## src/rtl/vector_mem_sequencer.sv

```systemverilog
// Vector load/store sequencer between the execute stage and the single-port
// data RAM. A load gathers LANES consecutive RAM words into one vector; a store
// scatters one vector into LANES consecutive RAM words. The scalar pipeline is
// held off through stall while an operation is in flight.
module vector_mem_sequencer #(
   parameter int DATA_W = 16,
   parameter int LANES  = 8,
   parameter int ADDR_W = 16
) (
   input  logic                      clk,
   input  logic                      reset,
   input  logic                      start,
   input  logic                      is_store,
   input  logic [ADDR_W-1:0]         base_addr,
   input  logic [DATA_W*LANES-1:0]   store_vector,
   output logic                      busy,
   output logic                      stall,
   output logic                      done,
   output logic [DATA_W*LANES-1:0]   load_vector,
   output logic [ADDR_W-1:0]         ram_address,
   output logic [DATA_W-1:0]         ram_data,
   output logic                      ram_wren,
   input  logic [DATA_W-1:0]         ram_q
);

   localparam int VEC_W = DATA_W * LANES;
   localparam int CNT_W = (LANES > 1) ? $clog2(LANES) : 1;
   localparam logic [CNT_W-1:0] LAST_LANE = CNT_W'(LANES - 1);

   typedef enum logic [2:0] {
      IDLE,
      LOAD,
      DRAIN,
      STORE,
      DONE
   } state_t;

   state_t            state;
   logic [CNT_W-1:0]  lane;
   logic [VEC_W-1:0]  store_shift;
   logic [CNT_W-1:0]  capture_lane;

   // RAM read data lags its address by one cycle, so the lane being captured is
   // one behind the lane being addressed; in DRAIN it is the final lane.
   assign capture_lane = (state == DRAIN) ? LAST_LANE : lane - CNT_W'(1);

   // The pipeline must freeze in the very cycle a request is accepted, before busy rises.
   assign stall = busy | (start & (state == IDLE));

   // Sequencer FSM: walks the lane counter, drives the RAM port and assembles load data.
   always_ff @(posedge clk or negedge reset) begin
      if (!reset) begin
         state       <= IDLE;
         lane        <= '0;
         store_shift <= '0;
         busy        <= 1'b0;
         done        <= 1'b0;
         load_vector <= '0;
         ram_address <= '0;
         ram_data    <= '0;
         ram_wren    <= 1'b0;
      end else begin
         case (state)
            IDLE: begin
               done <= 1'b0;
               if (start) begin
                  lane        <= '0;
                  busy        <= 1'b1;
                  ram_address <= base_addr;
                  if (is_store) begin
                     state       <= STORE;
                     store_shift <= store_vector;
                     ram_data    <= store_vector[DATA_W-1:0];
                     ram_wren    <= 1'b1;
                  end else begin
                     state <= LOAD;
                  end
               end
            end

            LOAD: begin
               if (lane != '0) begin
                  load_vector[int'(capture_lane)*DATA_W +: DATA_W] <= ram_q;
               end
               if (lane == LAST_LANE) begin
                  state       <= DRAIN;
                  ram_address <= '0;
               end else begin
                  lane        <= lane + CNT_W'(1);
                  ram_address <= ram_address + ADDR_W'(1);
               end
            end

            DRAIN: begin
               load_vector[int'(capture_lane)*DATA_W +: DATA_W] <= ram_q;
               lane  <= '0;
               busy  <= 1'b0;
               done  <= 1'b1;
               state <= DONE;
            end

            STORE: begin
               if (lane == LAST_LANE) begin
                  lane        <= '0;
                  busy        <= 1'b0;
                  done        <= 1'b1;
                  ram_wren    <= 1'b0;
                  ram_address <= '0;
                  ram_data    <= '0;
                  state       <= DONE;
               end else begin
                  lane        <= lane + CNT_W'(1);
                  ram_address <= ram_address + ADDR_W'(1);
                  ram_data    <= store_shift[2*DATA_W-1:DATA_W];
                  store_shift <= store_shift >> DATA_W;
               end
            end

            DONE: begin
               done  <= 1'b0;
               state <= IDLE;
            end

            default: begin
               state    <= IDLE;
               busy     <= 1'b0;
               done     <= 1'b0;
               ram_wren <= 1'b0;
            end
         endcase
      end
   end

endmodule

```

## config.mk

```make
export PLATFORM = sky130hd
export DESIGN_NAME = vector_mem_sequencer
export DESIGN_NICKNAME = d
export VERILOG_FILES = /design/src/rtl/vector_mem_sequencer.sv
export SDC_FILE = /design/constraint.sdc
export NUM_CORES = 1
export LEC_CHECK = 0
export BUFFER_PORTS_ARGS = -buffer_cell sky130_fd_sc_hd__buf_4
export CORE_ASPECT_RATIO = 0.8
export CORE_MARGIN = 3
export CORE_UTILIZATION = 55
export CTS_BUF_LIST = sky130_fd_sc_hd__clkbuf_8
export DETAILED_ROUTE_END_ITERATION = 8
export HOLD_SLACK_MARGIN = 0.06
export PLACE_DENSITY = 0.83
export SLEW_MARGIN = 20
export SYNTH_ARGS = -nofsm -noshare
export SYNTH_HDL_FRONTEND = slang
export SYNTH_SLANG_ARGS = --single-unit
```

## constraint.sdc

```tcl
create_clock -name clk -period 3.4 [get_ports clk]
set_input_delay 0.17 -clock clk [delete_from_list [all_inputs] [get_ports clk]]
set_output_delay 0.17 -clock clk [all_outputs]
set_load 0.01 [all_outputs]
```

== Yosys cells after proc, flatten, opt, wreduce, memory -nomap -nowiden ==
Index checks and enable logic that the tools add are counted.

* Input bits: 164
* Output and inout port bits: 164
* Flip-flop bits (word level): 297
* Word-level logic and storage cells: 82

* Bitwise gates (word level): 5
* Mux-type cells: 32
* Shift-type cells: 2
* Eq/ne operators: 12
* $add $sub $neg: 4
* Reduce and logical (&&, ||, !) cells: 18

{| class="wikitable"
|+ Operators with widths
! operator !! number
|-
| $mux W128 || 4
|-
| $pmux W128 S2 || 2
|-
| $bwmux W128 || 1
|-
| $shift A16 B33 Y128 const A || 1
|-
| $shiftx A16 B33 Y128 || 1
|-
| $mux W16 || 5
|-
| $pmux W16 S2 || 2
|-
| $neg A7 Y33 || 1
|-
| $pmux W3 S4 || 2
|-
| $mux W3 || 7
|-
| $add A16 B1 Y16 const B || 1
|-
| $ne A2 B2 Y1 const B || 7
|-
| $reduce_and A3 Y1 || 4
|-
| $pmux W1 S3 || 3
|-
| $reduce_and A4 Y1 || 2
|-
| $eq A3 B2 Y1 const B || 2
|-
| $eq A3 B3 Y1 const B || 2
|-
| $reduce_and A2 Y1 || 3
|-
| $reduce_bool A2 Y1 || 3
|-
| $mux W1 || 5
|-
| $reduce_bool A4 Y1 || 1
|-
| $reduce_or A2 Y1 || 2
|-
| $add A3 B1 Y3 const B || 1
|-
| $eq A3 B1 Y1 const B || 1
|-
| other kinds (8) || 10
|}

== Logic depth before layout (Yosys ltp) ==
Gate-level depths: netlist of the first run.

* Depth in word-level cells: 7
* Gate-level depth with buffers: 11
* Depth with buffers taken out: 9

== Least setup slack after synthesis of the first run ==
No wires, ideal clock.

* Path kind: flip-flop to flip-flop
* Start: reg lane[0]
* End: reg load_vector[10]
* Path slack: 326 ps
* Data required time: 3275 ps
* Library setup time: 125 ps
* Arrival: 2949 ps
* Path buffers: 1
* Stages on the path, launching flop included: 10
* Clock period less this slack: 3074 ps
* Cells stage by stage: dfrtp_1 inv_1 ha_1 nor2b_1 ha_1 ha_1 or3_1 nor4_4 buf_2 mux2_2

* Cells in the longest elaborated chain, start to end: 7
* Elaborated cells on any way between the ends: 11
* Those cells by class: add/sub: 2; eq/ne: 1; shift: 2; mux: 4; reduce/logical: 2

{| class="wikitable"
|+ RTL lines
! what !! RTL line !! text
|-
| start, declared || 39 || <nowiki>logic [CNT_W-1:0] lane;</nowiki>
|-
| start signal, assigned || 89 || <nowiki>lane <= lane + CNT_W'(1);</nowiki>
|-
| start signal, assigned || 112 || <nowiki>lane <= lane + CNT_W'(1);</nowiki>
|-
| $sub A3 B1 Y3 || 45 || <nowiki>assign capture_lane = (state == DRAIN) ? LAST_LANE : lane - CNT_W'(1);</nowiki>
|-
| $mux W3 || 45 ||
|-
| $neg A7 Y33 || 83, 95 ||
|-
| $shiftx A16 B33 Y128 / $shift A16 B33 Y128 (equally long branches) || 83, 95 ||
|-
| $bwmux W128 || 83, 95 ||
|-
| $mux W128 || 82 || <nowiki>if (lane != '0) begin</nowiki>
|-
| $pmux W128 S2 || 63 || <nowiki>case (state)</nowiki>
|-
| end signal, assigned by index || 83 || <nowiki>load_vector[int'(capture_lane)*DATA_W +: DATA_W] <= ram_q;</nowiki>
|-
| end signal, assigned by index || 95 || <nowiki>load_vector[int'(capture_lane)*DATA_W +: DATA_W] <= ram_q;</nowiki>
|-
| end, declared || 19 || <nowiki>output logic [DATA_W*LANES-1:0] load_vector,</nowiki>
|}

Several ways; a longest one is shown, not always the timed one. The select of a mux whose other input is x is not followed.
A chain may end at the register's enable or synchronous reset.

== Worst setup path after layout of the first run ==
* Start: reg lane[0]
* End: reg load_vector[84]

The elaborated chain is that of the path after synthesis.

==> run_results.csv, run 1 <==
group,metric,value,unit
timing,fin_crit_sh,92.1,%
layout,post-route-util,81.4,%
yosys,async_flop_share,100,%
routing,viasPerCell,5.66,
layout,fill_cells,1215,
global_routing,grt_util_all_layers,32.0,%
yosys,ys_ff_latch,281,
layout,final_cell_mix,"buf_4 (346), dfrtp_1 (281), dlygate4sd3_1 (160), a21oi_1 (143), nor2_1 (123)",
timing,slew_headroom,40.6,%
yosys,synth_top_family_by_area,"multiplexers",
routing,drc,0,
global_routing,grt_pass1_vias,11438,
timing,setup_viol,0,
setup_path,crit_type,"flip-flop to flip-flop",
place,dp_worst_setup_slack,0.350,ns
yosys,synth-edff-count,0,
flow_run,drv_cap,0,
timing,setup_slack,0.268,ns
timing,final_max_slew_viol_count,0,
die,start_util,57.2,%
setup_path,path_buf_inv,1,
yosys,synth_mux_area_share,19.7,%
global_routing,overflow,0,
layout,area_growth,42.3,%
layout,final_common_cell,"buf_4",
yosys,seq_area_frac_synth,55.8,%
place,place_congestion,0.857,
clock_tree,max-clock-path-buffers,3,
yosys,synth-xor-area-share,0.209,%
yosys,synth_top_area_cell,"dfrtp_1",
layout,design_area,17900,sq um
place,place.detailed.hpwl,24700,um
setup_path,critPathRequiredTime,3.82,ns
global_routing,grt_first_pass_wirelength,63000,um
timing,hold_viol,0,
yosys,synthFlopType,"dfrtp_1",
yosys,synthSimpleGateAreaFrac,10.4,%
global_routing,grt_use_met1,38.8,%
yosys,synthAdderAreaFrac,0.794,%
pwr,p_total,17.0,mW
yosys,yosysUniqueCellTypes,61,
routing,vias,10806,
timing,skew,0.0237,ns
die,core.rowCount,48,
die,die_x,175,um
layout,nNetsFinal,1743,
routing,drtIter0Drc,833,
routing,drt_wl_total,40400,um
global_routing,antenna_found_initial,3,
die,num_io_pins,328,
place,place_area,15400,sq um
timing,worst_hold_slack,0.0996,ns
setup_path,end_kind,"flip-flop",
timing,rsz0062_at_grt,"false",
routing,ant_nets,0,
pwr,max-vdd-ir-drop,0.000545,V
routing,wl_per_cell,21.2,um
clock_tree,cts_tree,"built",
setup_path,max_stage_delay,0.75,ns
hold_path,hold_class,"input pin to flip-flop",
place,io_buffers,327,
layout,drive_gt1_share,34.0,%
yosys,synthTopCellsByArea,"dfrtp_1 (56%), mux2i_1 (9.1%), mux2_2 (8.0%)",
yosys,synth_compound_area_share,9.57,%
layout,fin_cells,1908,
timing,tightest_slew,0.890,ns
yosys,synth_area,12600,sq um
timing,finalSetupTns,0,ns
yosys,synthDominantCellAreaShare,55.8,%
global_routing,grt_use_met3,7.20,%
setup_path,worst_path_dominant_cell_family,"simple AND/OR/NAND/NOR gates",
global_routing,busiest_layer,"met2",
setup_path,cp.arrival,3.55,ns
place,placed_cells,1664,
die,die_h,141,um
yosys,synthCells,1081,
timing,fin_crit,3.13,ns
clock_tree,clock_sinks,281,
setup_path,crit_top_cell,"ha_1",
setup_path,crit_slowest_cell,"or3b_1",
die,dieArea,24800,sq um
clock_tree,post_cts_buffers,0,
clock_tree,cts.clk_slew.worst_paths,0.06,ns
clock_tree,htree_levels,2,
status,status,"finished clean",
yosys,syn_area_per_cell,11.7,sq um
yosys,synth_nets,1253,
pwr,leakage,8.74,nW
yosys,synth_warnings,0,
routing,first_pass_iters,5,
die,placeableCoreArea,22000,sq um
clock_tree,cts_inserted_buffers,45,
clock_tree,insertion_delay,0.56,ns
setup_path,crit_path_cell_trace,"inv_1, ha_1, nor2b_1, ha_1, ha_1, nor3b_1, or3b_1, mux2_2",
clock_tree,cts_resized,0,
clock_tree,cts_root_buf,"clkbuf_8",
setup_path,crit_path_start_kind,"flip-flop",
global_routing,grtUsageMet2,55.6,%
global_routing,grt_max_degree,193,
timing,fmax,319,MHz
pwr,p_per_area,949,nW/um^2
setup_path,crit_fanout,16,
[metal layers]
| layer | up-vias | routed length [um] | part of all wire [%] |
|---|---|---|---|
| met4 | 2 | 1670 | 4.1 |
| met2 | 538 | 20300 | 50 |
| met5 | - | 13 | 0.032 |
| li1 | 4803 | - | - |
| met3 | 135 | 2970 | 7.4 |
| met1 | 5328 | 15400 | 38 |
[synth_stat cells (16+ instances only)]
master / number
and2_1: 16
o21ai_0: 18
dfrtp_1: 281
nor2_1: 124
clkbuf_1: 16
a21oi_1: 144
inv_1: 28
nand2_1: 29
nor3b_1: 20
buf_2: 44
mux2_4: 20
a22o_1: 17
mux2_2: 90
mux2i_1: 115
[timing repair]
action | in CTS | in global routing
endpoints found under the setup margin | 0 | 0
hold buffers | 160 | 0
hold endpoints to repair | 348 | 0
[area by class of cell]
cell class              count  area [sq um]  area share [%]
inverters                  28           105           0.586
repair buffers            512          4310            24.1
diodes                      3          7.51          0.0419
clock buffers              59           812            4.53
multi-input cells         703          5160            28.8
clock inverters            22           129           0.719
well taps                 300           375            2.09
flip-flops and latches    281          7030            39.2
[registers in the layout, indices dropped and copies added (netlist names)]
signal and flops:
load_vector 128, store_shift 112, ram_address 16, ram_data 16, lane 3, state 3
busy 1, done 1, ram_wren 1
[final timing paths]
kind                                      from                to  slack, ns  depth (start not counted)
worst max-delay path                   lane[0]   load_vector[84]       0.27                          8
worst min-delay path                     start              busy        0.1                          4
worst max register to register         lane[0]   load_vector[84]       0.27                          8
worst min register to register  load_vector[5]    load_vector[5]       0.49                          1
max in group asynchronous                reset  store_shift[100]       2.14                          3
min in group asynchronous                reset   ram_address[10]       0.27                          2
[power by group]
part / internal [mW] / leakage (nW) / total, mW / switching (mW)
combinational: 3.78 / 4.91 / 7.83 / 4.05
clock: 1.64 / 0.536 / 3.01 / 1.38
sequential: 5.00 / 3.29 / 6.17 / 1.17
[logic make-up after synthesis]
family                     Yosys count
and+or+nand+nor                    256
adders and majority gates            8
DFF                                281
buffers and inverters               97
xor gates and xnor gates             3
muxes                              226
AOI/OAI and AO/OA                  210
[worst reg2reg max path, cell delays in order (launching register included)]
cell and delay (ns):
dfrtp_1 0.34, inv_1 0.07, ha_1 0.36, nor2b_1 0.17, ha_1 0.21, ha_1 0.37
nor3b_1 0.28, or3b_1 0.75, mux2_2 0.45
Note: power is estimated with default switching activity, not from simulation.
==> run 2, diff against run 1 <==
- CELL_PAD_IN_SITES_DETAIL_PLACEMENT: unset -> 1
- CELL_PAD_IN_SITES_GLOBAL_PLACEMENT: unset -> 1
- CORE_UTILIZATION: 55 -> 43
- PLACE_DENSITY: 0.83 -> unset
- PLACE_DENSITY_LB_ADDON: unset -> 0.1
==> run_results.csv, run 2 (synthesis results as in run 1) <==
group,metric,value,unit
pwr,switching_share,39.0,%
timing,hold_viol,0,
clock_tree,cts_tree,"built",
layout,design_area,18000,sq um
layout,area_growth,43.0,%
timing,fin_crit_sh,94.6,%
place,place_congestion,0.810,
clock_tree,htree_levels,2,
pwr,p_int,10.4,mW
timing,finalSetupTns,0,ns
timing,skew,0.0296,ns
setup_path,critPathRequiredTime,3.85,ns
setup_path,end_kind,"flip-flop",
pwr,p_switching,6.64,mW
timing,fin_crit,3.21,ns
setup_path,rrSetupSlack,0.19,ns
routing,drtIter0Drc,537,
global_routing,grt_first_pass_wirelength,69400,um
routing,ant_nets,0,
global_routing,grt_max_degree,94,
die,core.rowCount,55,
timing,setup_viol,0,
place,place.detailed.hpwl,27900,um
timing,rsz0062_at_grt,"false",
setup_path,crit_fanout,16,
die,num_io_pins,328,
setup_path,cp.arrival,3.66,ns
pwr,p_comb_share,46.3,%
flow_run,drv_cap,0,
place,io_buffers,327,
routing,drt_wl_total,44200,um
global_routing,antenna_found_initial,3,
global_routing,grt_pass1_vias,11888,
routing,first_pass_iters,4,
layout,drive_gt1_share,34.0,%
global_routing,overflow,0,
die,die_h,159,um
timing,slew_headroom,45.9,%
routing,vias,10504,
layout,fill_cells,3007,
layout,nNetsFinal,1753,
pwr,p_per_area,945,nW/um^2
timing,tightest_slew,0.811,ns
routing,viasPerCell,5.30,
routing,wl_per_cell,22.3,um
clock_tree,cts_root_buf,"clkbuf_8",
status,status,"finished clean",
layout,final_cell_mix,"buf_4 (355), dfrtp_1 (281), dlygate4sd3_1 (161), a21oi_1 (143), nor2_1 (124)",
pwr,clkPwrFrac,17.5,%
die,die_x,197,um
pwr,p_total,17.0,mW
global_routing,grt_util_all_layers,28.1,%
timing,final_max_slew_viol_count,0,
setup_path,crit_type,"flip-flop to flip-flop",
die,start_util,44.1,%
place,place_area,15500,sq um
routing,drc,0,
pwr,leakage,8.75,nW
pwr,seqPwrFrac,36.2,%
hold_path,hold_class,"input pin to flip-flop",
layout,reg.largest.list,"load_vector x128, store_shift x112",
clock_tree,cts_inserted_buffers,46,
setup_path,crit_path_start_kind,"flip-flop",
clock_tree,insertion_delay,0.59,ns
layout,regMostFlops,"load_vector",
clock_tree,cts.clk_slew.worst_paths,0.07,ns
die,dieArea,31400,sq um
pwr,max-vdd-ir-drop,0.000546,V
die,placeableCoreArea,28600,sq um
clock_tree,clock_sinks,281,
timing,fmax,311,MHz
layout,final_common_cell,"buf_4",
clock_tree,max-clock-path-buffers,3,
layout,largest_reg_flops,128,
clock_tree,cts_resized,0,
[run 2: changes by cell type in the layout (fill, tap and decap cells not counted), moves of 2 or more]
cell / change
buf_4: +9
clkbuf_8: -2
clkinv_2: -2
inv_6: -2
[run 2: worst paths after layout]
check,startpoint,endpoint,cells after the start
setup / recovery,lane[0],load_vector[12],9
hold reg to reg,load_vector[5],load_vector[5],1
setup reg to reg,lane[0],load_vector[12],9
min in group asynchronous,reset,ram_address[3],2
max in group asynchronous,reset,load_vector[92],3
hold / removal,base_addr[9],ram_address[9],4
[run 2: metal layers]
metal	share of wire (%)	GRT usage, %	routed length, um
met1	43	36.1	18900
met2	51	49.1	22400
met3	4.5	5.10	1990
met4	2.1	7.55	913
met5	0	0	0
[run 2: metrics by stage]
stage          instances  util, %  hold WS [ns]  setup slack (ns)
2_1_floorplan       1081        -        -0.126             0.326
3_3_place_gp        1742     54.3         0.252             0.359
3_5_place_dp        1742     54.3         0.251             0.256
4_1_cts             1979     63.1         0.112             0.207
5_1_grt             1982     63.1         0.161            0.0500
6_report            1982     63.1         0.128             0.185
[run 2: area by class of cell]
type                            instances  area [sq um]  area share, %
Tap cell                              370           463           2.57
Clock buffer                           57           785           4.35
Clock inverter                         19           105          0.583
Multi-Input combinational cell        703          5150           28.6
Inverter                               28           105          0.583
Antenna cell                            3          7.51         0.0417
Sequential cell                       281          7030           39.0
Timing Repair Buffer                  521          4370           24.3
[run 2: timing repair]
action,4_1_cts,5_1_grt
hold buffers,161,0
setup buffers,0,0
hold endpoints to repair,340,0
[run 2: power groups by stage]
stage | Combinational, mW | Sequential, mW | Clock, mW
2_1_floorplan | 4.27 | 6.25 | 0
3_3_place_gp | 7.29 | 6.06 | 0
3_5_place_dp | 7.57 | 6.14 | 0
4_1_cts | 7.77 | 6.10 | 3.01
5_1_grt | 8.58 | 6.36 | 3.19
6_report | 7.88 | 6.16 | 2.97
[run 2: worst max-delay path, cell delays in order (launching register included)]
cell     delay, ns
dfrtp_1       0.46
inv_1         0.13
ha_1          0.37
nor2b_1       0.17
ha_1          0.22
ha_1          0.34
or3_1         0.45
nor4_4        0.23
buf_4         0.31
mux2_2        0.38
==> run 3, diff against run 2 <==
- PLACE_DENSITY: unset -> 0.82
- PLACE_DENSITY_LB_ADDON: 0.1 -> unset
==> run_results.csv, run 3 (synthesis results as in run 1) <==
group,metric,value,unit
status,status,"finished clean",
place,place.detailed.hpwl,29200,um
die,core.rowCount,55,
routing,drt_wl_total,47700,um
setup_path,worst_path_dominant_cell_family,"adder cells",
layout,multi_input_area,5160,sq um
setup_path,crit_top_cell,"ha_1",
global_routing,antenna_found_initial,6,
routing,dr.max_layer_used,"met4",
routing,dr_wl_met2,24400,um
place,placed_cells,1735,
layout,final_cell_mix,"buf_4 (345), dfrtp_1 (281), dlygate4sd3_1 (161), a21oi_1 (143), nor2_1 (123)",
place,place_congestion,0.816,
clock_tree,htree_levels,2,
timing,tightest_slew,0.875,ns
setup_path,crit_start,"lane[0]",
timing,rsz0062_at_grt,"false",
die,dieArea,31400,sq um
timing,fmax,317,MHz
hold_path,hold_class,"input pin to flip-flop",
routing,met1_length,18200,um
routing,vias,10920,
timing,final_max_slew_viol_count,0,
layout,fin_cells,1989,
clock_tree,clock_sinks,281,
timing,fin_crit,3.15,ns
setup_path,crit_path_start_kind,"flip-flop",
setup_path,rrSetupSlack,0.25,ns
routing,dr_wl_met3,3400,um
setup_path,crit_type,"flip-flop to flip-flop",
setup_path,reg2regPathDepth,9,
pwr,p_per_area,974,nW/um^2
routing,wl_per_cell,24.0,um
timing,finalSetupTns,0,ns
flow_run,drv_cap,0,
timing,skew,0.0265,ns
global_routing,grt_max_degree,99,
layout,final-seq-area,7030,sq um
clock_tree,cts_inserted_buffers,48,
pwr,max-vdd-ir-drop,0.000419,V
place,io_buffers,327,
hold_path,hold_start,"base_addr[9]",
timing,setup_viol,0,
timing,fin_crit_sh,92.7,%
routing,ant_nets,0,
layout,nNetsFinal,1748,
routing,drtIter0Drc,631,
clock_tree,cts_tree,"built",
routing,first_pass_iters,5,
layout,area_growth,44.1,%
clock_tree,cts.clk_slew.worst_paths,0.06,ns
routing,drc,0,
pwr,leakage,8.81,nW
setup_path,critPathRequiredTime,3.86,ns
die,start_util,44.1,%
global_routing,overflow,0,
setup_path,r2r-end,"load_vector[1]",
setup_path,crit_fanout,16,
die,die_h,159,um
setup_path,cp.arrival,3.61,ns
global_routing,grt_util_all_layers,30.0,%
routing,viasPerCell,5.49,
die,num_io_pins,328,
global_routing,grt_pass1_vias,12162,
setup_path,end_kind,"flip-flop",
setup_path,cp.depth,9,
global_routing,grt_first_pass_wirelength,73700,um
layout,fill_cells,2929,
layout,largest_reg_flops,128,
timing,hold_viol,0,
layout,reg.largest.list,"load_vector x128, store_shift x112",
setup_path,max_stage_delay,0.46,ns
layout,drive_gt1_share,34.3,%
layout,final_common_cell,"buf_4",
clock_tree,max-clock-path-buffers,3,
die,placeableCoreArea,28600,sq um
layout,regMostFlops,"load_vector",
clock_tree,cts_root_buf,"clkbuf_8",
setup_path,crit_path_cell_trace,"inv_1, ha_1, nor2b_1, ha_1, ha_1, or3_1, nor4_4, buf_6, mux2_2",
timing,slew_headroom,41.6,%
die,die_x,197,um
setup_path,crit_slowest_cell,"dfrtp_1",
clock_tree,insertion_delay,0.60,ns
setup_path,path_buf_inv,2,
setup_path,reg2reg_from,"lane[0]",
setup_path,crit_end,"load_vector[1]",
[run 3: cell count changes in the layout (fill, tap and decap cells not counted), moves of 2 or more]
cell | previous run | this run
inv_6 | 0 | 3
buf_4 | 355 | 345
diode_2 | 3 | 6
clkbuf_8 | 57 | 66
buf_12 | 4 | 6
[run 3: timing repair]
action	in CTS	in global routing
hold buffers	161	0
hold endpoints to repair	357	0
gates resized for setup	0	3
buffers inserted	0	0
setup endpoints to repair	0	19
[run 3: cell type report]
type	count	area share (%)
repair buffers	514	23.9
diodes	6	0.0827
clock inverters	21	0.682
flip-flops and latches	281	38.7
multi-input cells	703	28.4
inverters	28	0.579
clock buffers	66	5.00
well taps	370	2.55
[run 3: worst reg2reg max path: stages, from the launching register on]
cell and delay [ns]:
dfrtp_1 0.46, inv_1 0.12, ha_1 0.37, nor2b_1 0.18
ha_1 0.22, ha_1 0.35, or3_1 0.46, nor4_4 0.24
buf_6 0.24, mux2_2 0.38
[run 3: worst min path at each step]
stage / endpoint / depth (start not counted)
2_1_floorplan: busy / 0
3_3_place_gp: load_vector[38] / 1
3_5_place_dp: load_vector[37] / 1
4_1_cts: ram_address[9] / 4
5_1_grt: ram_address[15] / 5
6_report: ram_address[9] / 4
[run 3: routing by layer]
layer / track usage, % / vias to the layer above
met5: 0 / -
met2: 53.1 / 444
met1: 34.9 / 5530
met3: 7.62 / 118
li1: - / 4828
met4: 11.6 / 0
[run 3: power breakdown]
part / internal [mW] / switching, mW / total (mW)
clock network: 1.81 / 1.49 / 3.30
logic: 3.82 / 4.32 / 8.13
registers: 5.00 / 1.24 / 6.25
total: 10.6 / 7.05 / 17.7
[run 3: through the flow]
stage	setup WS (ns)	total power, mW	area [sq um]	hold WS (ns)	util [%]
floorplan	0.326	10.5	12600	-0.126	-
global placement	0.253	13.4	15500	0.239	54.2
detailed placement	0.0826	13.9	15500	0.249	54.2
CTS	0.0272	17.4	18100	0.0773	63.5
global route	0.0398	18.7	18200	0.134	63.6
finish	0.249	17.7	18200	0.106	63.6
